===== src/rtl/scan_sel_if.sv =====
// Scan select bus between the request source and the scan select generator.
//   en    : scan enable
//   req   : per-channel service request, bit i requests channel i
//   s0/s1 : registered decoder select pair, channel = {s0,s1}
//   valid : {s0,s1} is a live selection
//   wrap  : one-cycle pulse when a grant index is <= the previous pointer
//   busy  : controller is holding a channel
interface scan_sel_if;
  logic       en;
  logic [3:0] req;
  logic       s0;
  logic       s1;
  logic       valid;
  logic       wrap;
  logic       busy;

  modport master (
    output en, req,
    input  s0, s1, valid, wrap, busy
  );

  modport slave (
    input  en, req,
    output s0, s1, valid, wrap, busy
  );
endinterface


===== src/rtl/scan_sel_gen.sv =====
// Round-robin scan controller producing the registered 2-bit select pair for
// an active-low 2-to-4 decoder. Requesting channels are granted in rotation
// and held for DWELL cycles; idle channels are skipped.
//   clk   : rising-edge clock
//   rst_n : synchronous active-low reset
//   bus   : scan_sel_if.slave (en/req in; s0/s1/valid/wrap/busy out)
module scan_sel_gen #(
  parameter int unsigned DWELL = 4,
  parameter int unsigned CW    = 8
) (
  input  logic       clk,
  input  logic       rst_n,
  scan_sel_if.slave  bus
);

  // A dwell of zero behaves as a single-cycle dwell.
  localparam int unsigned DWELL_EFF = (DWELL == 0) ? 1 : DWELL;
  localparam logic [CW-1:0] CNT_LOAD = CW'(DWELL_EFF - 1);

  typedef enum logic {
    IDLE = 1'b0,
    HOLD = 1'b1
  } state_e;

  state_e        state_q, state_d;
  logic [1:0]    ptr_q, ptr_d;
  logic [1:0]    sel_q, sel_d;
  logic [CW-1:0] cnt_q, cnt_d;
  logic          valid_q, valid_d;
  logic          wrap_q, wrap_d;
  logic          busy_q, busy_d;

  logic [1:0]    nxt_c;
  logic          any_req_c;
  logic          grant_c;

  // Next requester searching ptr+1, ptr+2, ptr+3, ptr; the last hit written
  // is the closest one after ptr, and ptr itself is checked last.
  always_comb begin
    nxt_c     = ptr_q;
    any_req_c = |bus.req;
    for (int o = 4; o >= 1; o--) begin
      if (bus.req[ptr_q + 2'(o)]) begin
        nxt_c = ptr_q + 2'(o);
      end
    end
  end

  // Next-state and output logic.
  always_comb begin
    state_d = state_q;
    ptr_d   = ptr_q;
    sel_d   = sel_q;
    cnt_d   = cnt_q;
    wrap_d  = 1'b0;
    grant_c = 1'b0;

    case (state_q)
      IDLE: begin
        if (bus.en && any_req_c) begin
          grant_c = 1'b1;
        end
      end
      HOLD: begin
        // Losing en beats an expiring dwell: no grant, no wrap.
        if (!bus.en) begin
          state_d = IDLE;
        end else if (cnt_q != '0) begin
          cnt_d = cnt_q - CW'(1);
        end else if (any_req_c) begin
          grant_c = 1'b1;
        end else begin
          state_d = IDLE;
        end
      end
      default: state_d = IDLE;
    endcase

    if (grant_c) begin
      state_d = HOLD;
      ptr_d   = nxt_c;
      sel_d   = nxt_c;
      cnt_d   = CNT_LOAD;
      wrap_d  = (nxt_c <= ptr_q);
    end

    valid_d = (state_d == HOLD);
    busy_d  = (state_d == HOLD);
  end

  // State and output registers.
  always_ff @(posedge clk) begin
    if (!rst_n) begin
      state_q <= IDLE;
      ptr_q   <= 2'd3;
      sel_q   <= 2'd0;
      cnt_q   <= '0;
      valid_q <= 1'b0;
      wrap_q  <= 1'b0;
      busy_q  <= 1'b0;
    end else begin
      state_q <= state_d;
      ptr_q   <= ptr_d;
      sel_q   <= sel_d;
      cnt_q   <= cnt_d;
      valid_q <= valid_d;
      wrap_q  <= wrap_d;
      busy_q  <= busy_d;
    end
  end

  assign bus.s0    = sel_q[1];
  assign bus.s1    = sel_q[0];
  assign bus.valid = valid_q;
  assign bus.wrap  = wrap_q;
  assign bus.busy  = busy_q;

endmodule


===== src/flat_wrapper.sv =====
// flat-port wrapper written by rule: the top's interface ports become plain ports
module scan_sel_gen_flat 
#(
  parameter int unsigned DWELL = 4,
  parameter int unsigned CW    = 8
)
  (clk, rst_n, bus_en, bus_req, bus_s0, bus_s1, bus_valid, bus_wrap, bus_busy);
  scan_sel_if bus_i ();
  input  logic clk;
  input  logic rst_n;
  input wire logic [$bits(bus_i.en)-1:0] bus_en;
  input wire logic [$bits(bus_i.req)-1:0] bus_req;
  output wire logic [$bits(bus_i.s0)-1:0] bus_s0;
  output wire logic [$bits(bus_i.s1)-1:0] bus_s1;
  output wire logic [$bits(bus_i.valid)-1:0] bus_valid;
  output wire logic [$bits(bus_i.wrap)-1:0] bus_wrap;
  output wire logic [$bits(bus_i.busy)-1:0] bus_busy;
  assign bus_i.en = bus_en;
  assign bus_i.req = bus_req;
  assign bus_s0 = bus_i.s0;
  assign bus_s1 = bus_i.s1;
  assign bus_valid = bus_i.valid;
  assign bus_wrap = bus_i.wrap;
  assign bus_busy = bus_i.busy;
  scan_sel_gen #(.DWELL(DWELL), .CW(CW)) u_core (.clk(clk), .rst_n(rst_n), .bus(bus_i));
endmodule

===== config.mk =====
export PLATFORM = sky130hd
export DESIGN_NAME = scan_sel_gen_flat
export DESIGN_NICKNAME = d
export VERILOG_FILES = /design/src/rtl/scan_sel_if.sv /design/src/rtl/scan_sel_gen.sv /design/src/flat_wrapper.sv
export SDC_FILE = /design/constraint.sdc
export NUM_CORES = 1
export LEC_CHECK = 0
export BUFFER_PORTS_ARGS = -buffer_cell sky130_fd_sc_hd__buf_2
export CAP_MARGIN = 20
export CELL_PAD_IN_SITES_DETAIL_PLACEMENT = 1
export CELL_PAD_IN_SITES_GLOBAL_PLACEMENT = 2
export CORE_UTILIZATION = 29
export DETAILED_ROUTE_END_ITERATION = 8
export PLACE_DENSITY = 0.8
export SLEW_MARGIN = 20
export SYNTH_ARGS = -nofsm -noshare
export SYNTH_HDL_FRONTEND = slang
export SYNTH_SLANG_ARGS = --single-unit

===== constraint.sdc =====
create_clock -name clk -period 1.5 [get_ports clk]
set_input_delay 0 -clock clk [delete_from_list [all_inputs] [get_ports clk]]
set_output_delay 0 -clock clk [all_outputs]
set_load 0.1 [all_outputs]

==> results of run 1 <==
==> area by class of cell <==
class                   instances  area, sq um  area share [%]
clock buffers                   4         26.3            2.03
inverters                       8         32.5            2.51
multi-input cells              71          649            50.2
flip-flops and latches         14          298            23.0
well taps                      30         37.5            2.90
repair buffers                 35          250            19.3
==> sequential cells by signal, summed over array words and instances, names as in the netlist <==
signal,flops
u_core.bus.wrap,1
u_core.cnt_q,8
u_core.ptr_q,2
u_core.sel_q,2
u_core.state_q,1
==> worst register-to-register path, delay by kind of cell (launching register included) <==
kind / cells / cell delay (ns)
simple gates: 2 / 0.25
flops: 1 / 0.38
compound gates: 2 / 0.47
buf+inv: 2 / 0.21
fa+ha+maj: 1 / 0.16
==> worst min-delay path by stage <==
stage | end | from
finish | u_core.cnt_q[7]$_SDFFE_PP0P_ | rst_n
global route | u_core.cnt_q[7]$_SDFFE_PP0P_ | rst_n
CTS | u_core.cnt_q[0]$_SDFFE_PN0P_ | rst_n
detailed placement | u_core.cnt_q[0]$_SDFFE_PN0P_ | rst_n
global placement | u_core.cnt_q[0]$_SDFFE_PN0P_ | rst_n
floorplan | u_core.cnt_q[0]$_SDFFE_PN0P_ | rst_n
==> metal layers <==
metal  vias to the layer above  global-route usage (%)  wire length (um)
met1                       443                    24.1              1170
met4                         0                    4.29                63
li1                        431                       -                 -
met5                         -                       0                 0
met2                        14                    28.4              1230
met3                         6                    2.81                78
==> what timing repair did <==
| action | in CTS | in global routing |
|---|---|---|
| buffers inserted | 4 | 3 |
| resized for setup | 29 | 17 |
| hold endpoints to repair | 0 | 0 |
| endpoints found under the setup margin | 12 | 8 |
| pin swaps | 11 | 6 |
==> power by group through the flow <==
stage / clock network [mW] / logic [mW] / registers, mW
after floorplan: 0 / 0.158 / 0.494
after global placement: 0 / 0.352 / 0.423
after detailed placement: 0 / 0.359 / 0.424
after CTS: 0.239 / 0.418 / 0.419
after global routing: 0.257 / 0.492 / 0.430
final: 0.235 / 0.454 / 0.425
==> per-stage QoR <==
step	total power [mW]	instance area, sq um	cells	utilization [%]	TNS, ns
final	1.11	1290	162	50.4	-0.233
after global routing	1.18	1290	162	50.4	-1.10
after CTS	1.08	1210	159	47.1	-0.0214
after detailed placement	0.784	1050	152	40.9	-0.830
after global placement	0.774	1050	152	40.9	-0.490
after floorplan	0.652	835	95	-	-0.0790
==> cell usage after synthesis (all sizes together) <==
| master | count |
|---|---|
| nand3 | 2 |
| a31o | 2 |
| a31oi | 1 |
| a21boi | 1 |
| a21o | 1 |
| a311oi | 2 |
| a2111oi | 1 |
| o31ai | 2 |
| mux2i | 1 |
| xnor2 | 1 |
| a211oi | 3 |
| or4 | 1 |
| buf | 1 |
| nor4 | 3 |
| o21ai | 4 |
| inv | 8 |
| and3 | 1 |
| nor3b | 2 |
| a21bo | 1 |
| nand2 | 5 |
| nor3 | 2 |
| dfxtp | 14 |
| nor4b | 1 |
| nand2b | 4 |
| nor2b | 1 |
| nand3b | 1 |
| ha | 4 |
| clkbuf | 1 |
| nand4 | 2 |
| a211o | 1 |
| a21oi | 14 |
| nor2 | 6 |
| o41ai | 1 |
==> cell families (layout without fill, tap and decap cells) <==
kind of cell    after synthesis  in the layout  synth area share, %
compound gates               34             34                 29.6
xor+xnor                      1              1                 1.07
fa+ha+maj                     4              4                 6.10
buf+inv                      10             47                 5.18
flops                        14             14                 34.1
mux                           1              1                 1.22
simple gates                 31             31                 22.7
==> results.ini, run 1 <==
[timing]
slew_headroom_pct=67.6
clock_skew_ns=0.0191
fmax_mhz=639
setup_violations=6
postLayoutSetupSlackWorst_ns=-0.0646
fin_crit_ns=1.56
maxSlewViolCount=0
hold_viol=0
tightest_slew_ns=0.489
rsz0062_at_grt=yes
hold_slack_ns=0.00913
finalCritPeriodShare_pct=104

[layout]
final_common_cell=buf_4
nFillCells=313
nets=144
drive_gt1_share_pct=57.6
n_antenna_cell=0
mostFrequentLayoutCells=20 x buf_4, 11 x a21oi_1, 11 x buf_2, 8 x dfxtp_2, 5 x inv_1
syn_to_final_growth_pct=57.6

[worst_setup_path]
path_class=flop to flop
r2r-start=u_core.cnt_q[1]$_SDFFE_PN0P_
rrSetupSlack_ns=-0.06
cp_slowest_cell=dfxtp_2
path_cells=inv_4 > ha_4 > nor3b_4 > buf_4 > a21boi_4 > nor2_4 > a211o_1
reg2reg_depth=7
endpoint_kind=flop
critPathBufInv=2
path_max_fanout=5
cp_top_family=compound AO/OA/AOI/OAI gates
path_depth=7
reg2reg_to=u_core.ptr_q[1]$_SDFFE_PN1P_
slowest_delay_ns=0.38
crit_start=u_core.cnt_q[1]$_SDFFE_PN0P_
arrival_ns=1.73
cp.required_ns=1.66
cp-start-kind=flop
worstSetupEndpoint=u_core.ptr_q[1]$_SDFFE_PN1P_

[power_and_ir_drop]
pwr-share-seq_pct=38.1
p_comb_share_pct=40.7
power_leakage_nw=0.533
p_switching_uw=424
ir_drop_mv=0.663
p_int_uw=690
switching_share_pct=38.1
pwr_density_cell_mw_per_mm2=861
p_clk_share_pct=21.1

[synthesis]
synth_cell_types=36
synth_seq_cells=14
syn_inst=95
yosysWarnings=0
synth_nets=106
yosysSeqAreaShare_pct=34.1
synth_largest_area_cell=dfxtp_1
synth_area_sq_um=821
ys_top_cells_by_area=dfxtp_1 34%, a21oi_1 8.5%, ha_1 6.1%, inv_1 3.7%, o41ai_4 3.4%
synth_top_area_share_pct=34.1
syn_avg_cell_area_sq_um=8.64

[placed_design]
portBuffers=11
dp_hpwl_mm=1.74
place_congestion=0.799
place_worst_setup_slack_ns=-0.221

[worst_hold_path]
hold_depth=3
hold_path_class=input port to flop

[cts]
clk_pin_slew_worst_paths_ns=0.10
numCtsBuffers=3
htreeDepth=1
clock_path_buffers=2
clock_latency_ns=0.29
cts-root-buf=clkbuf_4
cts_hold_buf=0
cts_sinks=14
tritoncts=built

[global_route]
grt_pass1_vias=878
grt_max_degree=9
antenna_found_initial=0
grt_pass1_wl_mm=4.30
overflow=0
grt_usage_pct=17.5

[drt]
final_antenna_net_count=0
drt_pass1_iterations=4
via_per_inst=5.52
wl_per_cell_um=15.7
dr_total_vias=894
drtIter0Drc=9
route.detailed.drc=0
drt-total-wl_mm=2.54

[floorplanning]
fp-row-count=18
dieHeight_um=55.2
start_util_pct=32.0
die_area_sq_mm=0.00305
num_io_pins=12
coreArea_sq_mm=0.00257
fp.dieW_um=55.2

[status]
violations=negative setup slack
status=finished with violations

[job]
maxCapViolations=0

(Power assumes the default switching activity.)
==> inputs of run 2 (changes only) <==
- CORE_UTILIZATION: 29 -> 35
- PLACE_DENSITY: 0.8 -> 0.9
- clock period: 1.5 -> 1.9 ns (I/O delays scaled with it)
==> results.ini, run 2 (synthesis gave the netlist of run 1 again) <==
[status]
status=completed

[worst_setup_path]
cp.required_ns=2.12
arrival_ns=2.03
r2r-start=u_core.cnt_q[0]$_SDFFE_PN0P_
rrSetupSlack_ns=0.09
endpoint_kind=flop
path_max_fanout=7
reg2reg_depth=6
reg2reg_to=u_core.cnt_q[6]$_SDFFE_PP0P_
cp-start-kind=flop
path_class=flop to flop

[drt]
drtIter0Drc=8
route.detailed.drc=0
final_antenna_net_count=0
via_per_inst=5.63
dr_total_vias=783
wl_per_cell_um=15.6
drt_pass1_iterations=4
drt-total-wl_mm=2.16

[global_route]
grt_usage_pct=20.2
antenna_found_initial=0
grt_max_degree=9
grt_pass1_vias=856
grt_pass1_wl_mm=3.82
overflow=0

[placed_design]
place_congestion=0.765
dp_hpwl_mm=1.68
portBuffers=11

[timing]
finalCritPeriodShare_pct=95.1
fmax_mhz=553
hold_viol=0
rsz0062_at_grt=no
fin_crit_ns=1.81
slew_headroom_pct=64.4
final.setup.tns_ns=0
tightest_slew_ns=0.532
maxSlewViolCount=0
hold_slack_ns=0.0517
clock_skew_ns=0.00413
setup_violations=0

[layout]
nets=123
mostFrequentLayoutCells=14 x a21oi_1, 13 x dfxtp_1, 11 x buf_2, 8 x inv_1
final_common_cell=a21oi_1
syn_to_final_growth_pct=17.2
largest_register_ff_count=8
largestRegisters=u_core.cnt_q: 8 flops, u_core.ptr_q: 2 flops, u_core.sel_q: 2 flops
max_flop_register=u_core.cnt_q
n_antenna_cell=0
drive_gt1_share_pct=22.5

[worst_hold_path]
hold_depth=3
min-delay-start=bus_en
hold_path_class=input port to flop
worst_hold_path.endpoint=u_core.bus.wrap$_SDFF_PN0_

[floorplanning]
fp-row-count=17
dieHeight_um=50.4
coreArea_sq_mm=0.00221
die_area_sq_mm=0.00254
start_util_pct=37.1
fp.dieW_um=50.4
num_io_pins=12

[job]
maxCapViolations=0

[power_and_ir_drop]
pwr_density_cell_mw_per_mm2=828
power_uw=797
power_leakage_nw=0.398
ir_drop_mv=0.382

[cts]
numCtsBuffers=3
cts_sinks=14
clock_path_buffers=2
cts_setup_buffers=0
htreeDepth=1
clock_latency_ns=0.29
clk_pin_slew_worst_paths_ns=0.09
tritoncts=built
cts-root-buf=clkbuf_4

==> run 2: changes by cell type in the layout (fill, tap and decap cells not counted), sizes merged <==
| cell | before | now |
|---|---|---|
| dlygate4sd3 | 0 | 1 |
| buf | 35 | 13 |
==> run 2: final cells by class <==
cell class / count / area (sq um)
Fill cell: 278 / 1250
Multi-Input combinational cell: 71 / 499
Sequential cell: 14 / 282
Timing Repair Buffer: 14 / 80.1
Clock buffer: 4 / 36.3
Tap cell: 28 / 35.0
Inverter: 8 / 30.0
==> run 2: through the flow <==
step                util (%)  area (sq um)  cells  setup slack (ns)
floorplan                  -           822     95             0.197
global placement        41.3           915    134             0.217
detailed placement      41.3           915    134             0.122
CTS                     43.4           961    139            0.0962
global route            43.5           962    139            0.0165
finish                  43.5           962    139            0.0929
==> run 2: power breakdown <==
group	internal, mW	switching [mW]	total (mW)
clock	0.117	0.105	0.222
combinational	0.0731	0.171	0.244
sequential	0.313	0.0177	0.331
==> run 2: metal layers <==
metal  global-route usage (%)  wire, um  up-vias
met4                     13.0        48        0
met2                     35.1      1080       10
li1                         -         -      386
met3                     2.73        49        6
met5                        0         0        -
met1                     23.0       986      381
==> run 2: critical path, cell delays in order (launching register included) <==
cell and delay, ns:
dfxtp_1 0.34, inv_1 0.09, ha_1 0.21, nor3b_1 0.17, a21o_1 0.28, or4_1 0.49
a21oi_1 0.16
==> run 2: what timing repair did <==
item	in CTS	in global routing
setup endpoints to repair	0	1
resized for setup	0	1
hold buffers	1	0
hold endpoints to repair	1	0
==> run 2: how the worst max path moves through the flow <==
| stage | start | endpoint | slack (ns) |
|---|---|---|---|
| final | u_core.cnt_q[0]$_SDFFE_PN0P_ | u_core.cnt_q[6]$_SDFFE_PP0P_ | 0.09 |
| after global routing | u_core.cnt_q[0]$_SDFFE_PN0P_ | u_core.cnt_q[2]$_SDFFE_PP0P_ | 0.02 |
| after CTS | u_core.cnt_q[0]$_SDFFE_PN0P_ | u_core.cnt_q[4]$_SDFFE_PP0P_ | 0.1 |
| after detailed placement | u_core.cnt_q[0]$_SDFFE_PN0P_ | u_core.cnt_q[4]$_SDFFE_PP0P_ | 0.12 |
| after global placement | u_core.cnt_q[0]$_SDFFE_PN0P_ | u_core.cnt_q[6]$_SDFFE_PP0P_ | 0.22 |
| after floorplan | u_core.state_q$_SDFF_PN0_ | u_core.cnt_q[6]$_SDFFE_PP0P_ | 0.20 |
==> inputs of run 3 (changes only) <==
- BUFFER_PORTS_ARGS: -buffer_cell sky130_fd_sc_hd__buf_2 -> -buffer_cell sky130_fd_sc_hd__clkbuf_2
- RECOVER_POWER: unset -> 50
- clock period: 1.9 -> 2.1 ns (I/O delays scaled with it)
==> results.ini, run 3 (synthesis gave the netlist of run 1 again) <==
[status]
status=completed

[timing]
hold_viol=0
fin_crit_ns=1.82
postLayoutSetupSlackWorst_ns=0.279
tightest_slew_ns=1.17
slew_headroom_pct=22.4
setup_violations=0
final.setup.tns_ns=0
clock_skew_ns=0.00326
rsz0062_at_grt=no
maxSlewViolCount=0
finalCritPeriodShare_pct=86.7
fmax_mhz=549

[power_and_ir_drop]
ir_drop_mv=0.457
p_switching_uw=268
pwr_density_cell_mw_per_mm2=763
switching_share_pct=37.3
p_comb_share_pct=30.1
p_clk_share_pct=28.3
pwr-share-seq_pct=41.6
power_leakage_nw=0.376
p_int_uw=450

[cts]
cts_resized=0
clock_latency_ns=0.29
cts_sinks=14
tritoncts=built
cts_hold_buf=0
numCtsBuffers=3
clk_pin_slew_worst_paths_ns=0.09
cts-root-buf=clkbuf_4
clock_path_buffers=2
cts_setup_buffers=0
htreeDepth=1

[layout]
mostFrequentLayoutCells=14 x a21oi_1, 14 x dfxtp_1, 8 x inv_1, 6 x nor2_1, 6 x clkbuf_2
drive_gt1_share_pct=16.4
largestRegisters=u_core.cnt_q: 8 flops, u_core.ptr_q: 2 flops, u_core.sel_q: 2 flops
nets=122
n_antenna_cell=0
fin_area_sq_um=941
syn_to_final_growth_pct=14.6
finalNonFillerCells=138
max_flop_register=u_core.cnt_q
largest_register_ff_count=8

[worst_hold_path]
hold_path_class=input port to flop

[drt]
via_per_inst=5.60
drtIter0Drc=10
final_antenna_net_count=0
route.detailed.drc=0
wl_per_cell_um=15.5
drt_pass1_iterations=4
drt-total-wl_mm=2.14
dr_total_vias=773

[global_route]
grt_max_degree=9
grt_pass1_vias=784
grt_usage_pct=19.6
overflow=0
antenna_found_initial=0
grt_pass1_wl_mm=3.63

[placed_design]
place_worst_setup_slack_ns=0.349
dp_hpwl_mm=1.65
portBuffers=11
place_inst=134
place_congestion=0.780
dpl_cell_area_sq_um=913

[worst_setup_path]
arrival_ns=2.05
path_class=flop to flop
endpoint_kind=flop
cp.required_ns=2.33
cp-start-kind=flop
path_max_fanout=5

[floorplanning]
die_area_sq_mm=0.00254
coreArea_sq_mm=0.00221
fp.dieW_um=50.4
num_io_pins=12
dieHeight_um=50.4
start_util_pct=37.1
fp-row-count=17

[job]
maxCapViolations=0

==> run 3: layout make-up <==
class | count | area [sq um]
fill | 282 | 1270
multi-input combinational | 71 | 495
sequential | 14 | 280
timing repair buffer | 13 | 63.8
clock buffer | 4 | 36.3
tap | 28 | 35.0
inverter | 8 | 30.0
==> run 3: final timing paths <==
check | end | cells past startpoint | slack, ns | from
max | u_core.ptr_q[0]$_SDFFE_PN1P_ | 6 | 0.28 | u_core.cnt_q[0]$_SDFFE_PN0P_
min | u_core.cnt_q[7]$_SDFFE_PP0P_ | 3 | 0.02 | rst_n
max reg2reg | u_core.ptr_q[0]$_SDFFE_PN1P_ | 6 | 0.28 | u_core.cnt_q[0]$_SDFFE_PN0P_
min reg2reg | u_core.cnt_q[6]$_SDFFE_PP0P_ | 2 | 0.54 | u_core.cnt_q[6]$_SDFFE_PP0P_
==> run 3: per-stage QoR <==
step	power [mW]	util, %	hold slack, ns
after floorplan	0.464	-	0.138
after global placement	0.514	41.3	0.316
after detailed placement	0.523	41.3	0.330
after CTS	0.725	42.9	0.0225
after global routing	0.758	42.5	0.0205
final	0.718	42.5	0.0182
==> run 3: worst max-delay path, cell delays in order (launching register included) <==
cell,delay [ns]
dfxtp_1,0.32
inv_1,0.13
ha_1,0.18
nor3b_1,0.39
a21boi_2,0.15
nor2_1,0.36
mux2i_1,0.23
==> run 3: per-layer routing <==
layer	vias to the layer above	share of wire [%]	GRT usage [%]
met3	7	1.9	3.64
met5	-	0	0
met2	12	49	32.7
met4	0	2.6	11.1
li1	390	-	-
met1	364	47	23.4
==> run 3: power by group through the flow <==
stage	Clock (mW)	Sequential, mW	Combinational (mW)
final	0.203	0.299	0.216
after global routing	0.221	0.301	0.236
after CTS	0.207	0.299	0.220
after detailed placement	0	0.305	0.218
after floorplan	0	0.353	0.111
after global placement	0	0.303	0.210
